==> config.mk <==
export PLATFORM = sky130hd
export DESIGN_NAME = occupancy_sensor_conditioner_flat
export DESIGN_NICKNAME = d
export VERILOG_FILES = /design/src/rtl/occupancy_sensor_conditioner_pkg.sv /design/src/rtl/occupancy_sensor_conditioner_if.sv /design/src/rtl/occupancy_sensor_conditioner_sensor_debounce.sv /design/src/rtl/occupancy_sensor_conditioner.sv /design/src/flat_wrapper.sv
export SDC_FILE = /design/constraint.sdc
export NUM_CORES = 1
export LEC_CHECK = 0
export ABC_AREA = 1
export CAP_MARGIN = 40
export CORE_MARGIN = 1
export CORE_UTILIZATION = 33
export CTS_BUF_LIST = sky130_fd_sc_hd__clkbuf_4
export CTS_CLUSTER_DIAMETER = 150
export DETAILED_ROUTE_END_ITERATION = 12
export PLACE_DENSITY = 0.62
export SETUP_SLACK_MARGIN = 0.4
export SYNTH_ARGS = -nofsm -noshare
export SYNTH_HDL_FRONTEND = slang
export SYNTH_SLANG_ARGS = --single-unit
==> constraint.sdc <==
create_clock -name clk -period 2.4 [get_ports clk]
set_input_delay 0.48 -clock clk [delete_from_list [all_inputs] [get_ports clk]]
set_output_delay 0.48 -clock clk [all_outputs]
set_load 0.02 [all_outputs]
==> src/rtl/occupancy_sensor_conditioner_pkg.sv <==
// Shared types and widths for the lighting controller sensor front end.
package lighting_pkg;

    localparam int OCC_STATE_W = 2;
    localparam int AMBIENT_W   = 8;

    typedef enum logic [OCC_STATE_W-1:0] {
        IDLE   = 2'd0,
        ACTIVE = 2'd1,
        HOLD   = 2'd2
    } occ_state_t;

endpackage

==> src/rtl/occupancy_sensor_conditioner_if.sv <==
// Sensor inputs and qualifier outputs between the sensor board and the conditioner.
interface occupancy_sensor_conditioner_if;
    import lighting_pkg::*;

    logic                   pir_raw;
    logic [AMBIENT_W-1:0]   ambient_level;
    logic                   ambient_valid;
    logic                   movement;
    logic                   dark;
    logic [OCC_STATE_W-1:0] occ_state;

    modport master (
        output pir_raw, ambient_level, ambient_valid,
        input  movement, dark, occ_state
    );

    modport slave (
        input  pir_raw, ambient_level, ambient_valid,
        output movement, dark, occ_state
    );

endinterface

==> src/rtl/occupancy_sensor_conditioner_sensor_debounce.sv <==
// Two-flop synchroniser followed by a run-length debouncer on a single asynchronous input.
module sensor_debounce #(
    parameter int CYCLES = 4
) (
    input  logic clk,
    input  logic rst_n,
    input  logic din,
    output logic dout
);

    localparam int CNT_W = (CYCLES > 1) ? $clog2(CYCLES) : 1;
    localparam logic [CNT_W-1:0] CNT_LAST = CNT_W'(CYCLES - 1);

    logic [1:0]       sync;
    logic             clean_q;
    logic [CNT_W-1:0] cnt;
    logic             differ;
    logic             commit;

    assign differ = sync[1] ^ clean_q;
    assign commit = differ && (cnt == CNT_LAST);
    // dout is the level being committed on the coming edge, so a consumer
    // registering it changes state on the same edge as the debounced level.
    assign dout   = commit ? sync[1] : clean_q;

    always_ff @(posedge clk) begin
        if (!rst_n) begin
            sync    <= '0;
            clean_q <= 1'b0;
            cnt     <= '0;
        end else begin
            sync    <= {sync[0], din};
            clean_q <= dout;
            cnt     <= (differ && !commit) ? cnt + CNT_W'(1) : '0;
        end
    end

endmodule

==> src/rtl/occupancy_sensor_conditioner.sv <==
// Sensor front end: debounced PIR with occupancy hold timer, and hysteretic
// N-sample confirmed darkness qualifier.
module occupancy_sensor_conditioner
    import lighting_pkg::*;
#(
    parameter int                   DEBOUNCE_CYCLES = 4,
    parameter int                   HOLD_CYCLES     = 1000,
    parameter logic [AMBIENT_W-1:0] DARK_ON_LEVEL   = 8'd60,
    parameter logic [AMBIENT_W-1:0] DARK_OFF_LEVEL  = 8'd90,
    parameter int                   CONFIRM_SAMPLES = 3
) (
    input logic clk,
    input logic rst_n,
    occupancy_sensor_conditioner_if.slave bus
);

    localparam int HOLD_W = (HOLD_CYCLES > 1) ? $clog2(HOLD_CYCLES) : 1;
    localparam int CONF_W = $clog2(CONFIRM_SAMPLES + 1);
    localparam logic [HOLD_W-1:0] HOLD_LOAD = HOLD_W'(HOLD_CYCLES - 1);
    localparam logic [CONF_W-1:0] CONF_LAST = CONF_W'(CONFIRM_SAMPLES - 1);
    localparam logic [CONF_W-1:0] CONF_MAX  = CONF_W'(CONFIRM_SAMPLES);

    localparam logic [OCC_STATE_W-1:0] ST_IDLE   = OCC_STATE_W'(IDLE);
    localparam logic [OCC_STATE_W-1:0] ST_ACTIVE = OCC_STATE_W'(ACTIVE);
    localparam logic [OCC_STATE_W-1:0] ST_HOLD   = OCC_STATE_W'(HOLD);

    generate
        if (DARK_OFF_LEVEL <= DARK_ON_LEVEL) begin : g_bad_thresholds
            $error("DARK_OFF_LEVEL must exceed DARK_ON_LEVEL");
        end
    endgenerate

    logic                   pir_clean;
    logic [OCC_STATE_W-1:0] state, state_nxt;
    logic [HOLD_W-1:0]      hold_cnt, hold_nxt;
    logic                   mov_q;
    logic                   dark_q;
    logic [CONF_W-1:0]      conf_cnt;
    logic                   qualify;

    sensor_debounce #(.CYCLES(DEBOUNCE_CYCLES)) u_pir_debounce (
        .clk   (clk),
        .rst_n (rst_n),
        .din   (bus.pir_raw),
        .dout  (pir_clean)
    );

    always_comb begin
        state_nxt = state;
        hold_nxt  = hold_cnt;
        case (state)
            ST_IDLE: begin
                if (pir_clean) state_nxt = ST_ACTIVE;
            end
            ST_ACTIVE: begin
                if (!pir_clean) begin
                    state_nxt = ST_HOLD;
                    hold_nxt  = HOLD_LOAD;
                end
            end
            ST_HOLD: begin
                if (pir_clean) begin
                    state_nxt = ST_ACTIVE;
                    hold_nxt  = '0;
                end else if (hold_cnt == '0) begin
                    state_nxt = ST_IDLE;
                end else begin
                    hold_nxt  = hold_cnt - HOLD_W'(1);
                end
            end
            default: begin
                state_nxt = ST_IDLE;
                hold_nxt  = '0;
            end
        endcase
    end

    // movement is its own flop so the output never sees a state-decode glitch.
    always_ff @(posedge clk) begin
        if (!rst_n) begin
            state    <= ST_IDLE;
            hold_cnt <= '0;
            mov_q    <= 1'b0;
        end else begin
            state    <= state_nxt;
            hold_cnt <= hold_nxt;
            mov_q    <= (state_nxt == ST_ACTIVE) || (state_nxt == ST_HOLD);
        end
    end

    // The qualifying direction flips with dark, giving the hysteresis band.
    always_comb begin
        qualify = dark_q ? (bus.ambient_level > DARK_OFF_LEVEL)
                         : (bus.ambient_level < DARK_ON_LEVEL);
    end

    always_ff @(posedge clk) begin
        if (!rst_n) begin
            dark_q   <= 1'b0;
            conf_cnt <= '0;
        end else if (bus.ambient_valid) begin
            if (!qualify) begin
                conf_cnt <= '0;
            end else if (conf_cnt == CONF_LAST) begin
                dark_q   <= ~dark_q;
                conf_cnt <= '0;
            end else if (conf_cnt != CONF_MAX) begin
                conf_cnt <= conf_cnt + CONF_W'(1);
            end
        end
    end

    assign bus.movement  = mov_q;
    assign bus.dark      = dark_q;
    assign bus.occ_state = state;

endmodule

==> src/flat_wrapper.sv <==
// flat-port wrapper written by rule: the top's interface ports become plain ports
module occupancy_sensor_conditioner_flat import lighting_pkg::*;
#(
    parameter int                   DEBOUNCE_CYCLES = 4,
    parameter int                   HOLD_CYCLES     = 1000,
    parameter logic [AMBIENT_W-1:0] DARK_ON_LEVEL   = 8'd60,
    parameter logic [AMBIENT_W-1:0] DARK_OFF_LEVEL  = 8'd90,
    parameter int                   CONFIRM_SAMPLES = 3
)
  (clk, rst_n, bus_pir_raw, bus_ambient_level, bus_ambient_valid, bus_movement, bus_dark, bus_occ_state);
  occupancy_sensor_conditioner_if bus_i ();
  input logic clk;
  input logic rst_n;
  input wire logic [$bits(bus_i.pir_raw)-1:0] bus_pir_raw;
  input wire logic [$bits(bus_i.ambient_level)-1:0] bus_ambient_level;
  input wire logic [$bits(bus_i.ambient_valid)-1:0] bus_ambient_valid;
  output wire logic [$bits(bus_i.movement)-1:0] bus_movement;
  output wire logic [$bits(bus_i.dark)-1:0] bus_dark;
  output wire logic [$bits(bus_i.occ_state)-1:0] bus_occ_state;
  assign bus_i.pir_raw = bus_pir_raw;
  assign bus_i.ambient_level = bus_ambient_level;
  assign bus_i.ambient_valid = bus_ambient_valid;
  assign bus_movement = bus_i.movement;
  assign bus_dark = bus_i.dark;
  assign bus_occ_state = bus_i.occ_state;
  occupancy_sensor_conditioner #(.DEBOUNCE_CYCLES(DEBOUNCE_CYCLES), .HOLD_CYCLES(HOLD_CYCLES), .DARK_ON_LEVEL(DARK_ON_LEVEL), .DARK_OFF_LEVEL(DARK_OFF_LEVEL), .CONFIRM_SAMPLES(CONFIRM_SAMPLES)) u_core (.clk(clk), .rst_n(rst_n), .bus(bus_i));
endmodule
==> run_results.csv <==
group,metric,value,unit
grt,met2_usage,23.0,%
timing,tightest_slew,0.428,ns
floorplanning,core-area,0.00369,mm^2
timing,clock-skew-final,0.00699,ns
floorplanning,initial_core_util,34.6,%
timing,setup_tns,0,ns
synth,synth_most_common_cell,"nand2_1",
timing,worst_slack,0.518,ns
timing,setup_viol,0,
timing,grt_setup_unrepaired,"no",
floorplanning,fp.dieH,64.2,um
clock_network,ctsResizeCount,0,
synth,synth_edf_count,0,
placed_design,post-dp-hpwl,1900,um
cells_and_area,nNetsFinal,231,
cells_and_area,drive_above_1_share,8.02,%
setup_path,regToRegSetupSlack,0.63,ns
cells_and_area,syn_to_final_growth,17.8,%
timing,fin_crit_sh,78.4,%
worst_hold_path,hold_class,"reg -> reg",
synth,synth_top_area_share,32.9,%
floorplanning,boundaryPins,16,
pwr,seqPwrFrac,61.3,%
timing,hold_viol_final,0,
pwr,comb_power_share,6.7,%
setup_path,path_buf_inv,1,
cells_and_area,final_cells,260,
synth,yosys.area.top_type,"dfxtp_1",
setup_path,crit_type,"reg -> out",
synth,syn_inst,194,
timing,fmaxAchievable,531,MHz
setup_path,cpMaxStageDelayCell,"clkdlybuf4s50_1",
grt,grt_remaining_overflow,0,
setup_path,critPathMaxStageDelay,0.64,ns
cells_and_area,diodes,0,
pwr,swShare,24.2,%
setup_path,required,1.92,ns
floorplanning,num_rows,22,
synth,ys_seq_area_share,32.9,%
clock_network,ctsLongestPathBuffers,2,
setup_path,crit_end,"bus_occ_state[0]",
synth,async_reset_ff_share,0,%
pwr,p_sw,140,uW
placed_design,io_buffers,15,
timing,relSlewSlack,71.2,%
run,max_cap_viol_count,0,
status,status,"finished clean",
grt,grtUsageTotal,13.6,%
clock_network,cts_made_buffers,3,
synth,synth_top_family_by_area,"simple AND/OR/NAND/NOR gates",
pwr,peakVddDrop,0.295,mV
synth,yosysWarningCount,0,
grt,grt_max_degree,14,
clock_network,insertion_delay,0.31,ns
detailed_routing,drt_wl_total,2470,um
setup_path,crit_start,"u_core.bus.occ_state[0]",
detailed_routing,firstDrtPassIters,4,
clock_network,hold_buffers,0,
synth,synth.net_count,212,
synth,synth_area_leaders,"dfxtp_1 33%, nand2_1 14%, nor2_1 9.4%, inv_1 9.1%, ha_1 5.9%",
timing,min_period,1.88,ns
detailed_routing,drt-wirelength-per-cell,9.50,um
synth,synth_xor_area_share,3.43,%
detailed_routing,num_vias,1138,
setup_path,ff2ff_path_depth,7,
synth,synth_seq_cells,21,
floorplanning,die_area,0.00412,mm^2
clock_network,cts_tree,"done",
synth,synth_compound_area_share,11.9,%
synth,synth_area,0.00128,mm^2
synth,synthSimpleGateAreaFrac,34.3,%
setup_path,r2r-start,"u_core.u_pir_debounce.cnt[0]",
synth,synthAdderAreaFrac,5.88,%
clock_network,cts_max_level,1,
detailed_routing,drc_errors,0,
synth,synth_common_cells,"48 x nand2_1, 32 x nor2_1, 31 x inv_1",
setup_path,path_cells,"clkdlybuf4s50_1",
grt,antenna_found_initial,0,
pwr,p_per_area,384,mW/mm^2
detailed_routing,via_per_inst,4.38,
placed_design,post-place-ws,0.543,ns
clock_network,clkTransAtPathRegs,0.13,ns
pwr,p_clk_share,32.0,%
detailed_routing,first_iter_violations,45,
grt,grt_pass1_wl,4420,um
grt,gr-max-usage-layer,"met2",
synth,yosysUniqueCellTypes,26,
synth,syn_area_per_cell,6.58,um^2
setup_path,cp-start-kind,"register",
synth,synth_ff_type,"dfxtp_1",
pwr,leakage,0.000692,uW
setup_path,crit_arrival,1.40,ns
placed_design,gp_congestion,0.786,
setup_path,crit_family,"buffers and inverters",
grt,grtUsageMet1,17.4,%
setup_path,r2r_end,"u_core.hold_cnt[1]",
setup_path,end_kind,"output port",
grt,grt_pass1_vias,1046,
grt,grtUsageMet3,3.75,%
setup_path,cp_max_fo,5,
floorplanning,die_width,64.2,um
pwr,p_int,438,uW
clock_network,cts.sinks,21,
detailed_routing,ant_nets,0,
placed_design,dp_cells,256,
clock_network,cts_setup_buffers,0,
timing,slew_viol_final,0,
clock_network,clockRootBuffer,"clkbuf_4",
setup_path,path_depth,1,
synth,muxShareOfSynthArea,0,%
-- cells in the final DEF, fill, tap and decap left out --
cell | Yosys | layout
clkinv_1 | 1 | 1
nor2_1 | 32 | 32
clkinvlp_4 | 0 | 1
nand2_1 | 48 | 48
a211oi_1 | 1 | 1
nand2_4 | 1 | 1
nand3_1 | 12 | 12
inv_2 | 2 | 2
clkdlybuf4s50_1 | 0 | 15
a21oi_2 | 1 | 1
clkbuf_4 | 0 | 3
o21ai_2 | 1 | 1
xor2_1 | 4 | 4
nor2_2 | 2 | 2
ha_1 | 6 | 6
xnor2_1 | 1 | 1
o21ai_4 | 1 | 1
buf_4 | 0 | 1
nand3_2 | 1 | 1
inv_1 | 31 | 31
o21ai_0 | 10 | 10
nand4_1 | 1 | 1
o21ai_1 | 2 | 2
nor3_1 | 3 | 3
nor2_4 | 2 | 2
dfxtp_1 | 21 | 21
a21oi_1 | 7 | 7
a21oi_4 | 1 | 1
-- kinds of logic after synthesis --
group	count (synthesis)
AOI/OAI and AO/OA	24
and+or+nand+nor	102
adders and majority gates	6
buffers and inverters	36
DFF	21
xor gates and xnor gates	5
-- flip-flops by register name, indices dropped and copies added, names as in the netlist --
name and count:
u_core.u_pir_debounce.cnt 2, u_core.u_pir_debounce.sync 2, u_core.conf_cnt 2, u_core.hold_cnt 10, u_core.bus.movement 1, u_core.bus.occ_state 2
u_core.bus.dark 1, u_core.u_pir_debounce.clean_q 1
-- power by group through the flow --
stage / registers (uW) / logic, uW / clock network (uW)
final: 355 / 38.5 / 185
after CTS: 355 / 38.8 / 195
after global routing: 355 / 43.4 / 213
after global placement: 362 / 38.5 / 0
after floorplan: 362 / 15.3 / 0
after detailed placement: 362 / 38.7 / 0
-- how the worst min path moves through the flow --
stage / end / slack (ns) / from / depth (start not counted)
detailed placement: u_core.u_pir_debounce.cnt[0] / 0.42 / u_core.u_pir_debounce.cnt[0] / 1
finish: u_core.u_pir_debounce.cnt[0] / 0.44 / u_core.u_pir_debounce.cnt[0] / 1
global placement: u_core.u_pir_debounce.cnt[0] / 0.42 / u_core.u_pir_debounce.cnt[0] / 1
CTS: u_core.u_pir_debounce.cnt[0] / 0.44 / u_core.u_pir_debounce.cnt[0] / 1
floorplan: u_core.u_pir_debounce.sync[1] / 0.39 / u_core.u_pir_debounce.sync[0] / 2
global route: u_core.u_pir_debounce.cnt[0] / 0.46 / u_core.u_pir_debounce.cnt[0] / 1
-- layer usage --
| layer | routed length, um | share of wire [%] |
|---|---|---|
| met5 | 0 | 0 |
| met4 | 17 | 0.69 |
| met3 | 65 | 2.6 |
| met2 | 1080 | 44 |
| met1 | 1300 | 53 |
-- area by class of cell --
class / count / area, um^2
clock buffers: 3 / 22.5
multi-input cells: 137 / 709
well taps: 48 / 60.1
repair buffers: 16 / 158
clock inverters: 1 / 7.51
inverters: 34 / 128
fillers: 398 / 2180
flip-flops and latches: 21 / 420
-- metrics by stage --
step | hold WS, ns | instance area, um^2 | total power, uW | util, %
after floorplan | 0.390 | 1280 | 377 | -
after CTS | 0.445 | 1510 | 588 | 40.8
after global placement | 0.417 | 1480 | 401 | 40.0
after global routing | 0.459 | 1510 | 611 | 40.8
after detailed placement | 0.419 | 1480 | 401 | 40.0
final | 0.442 | 1510 | 578 | 40.8
(Power assumes the default switching activity.)
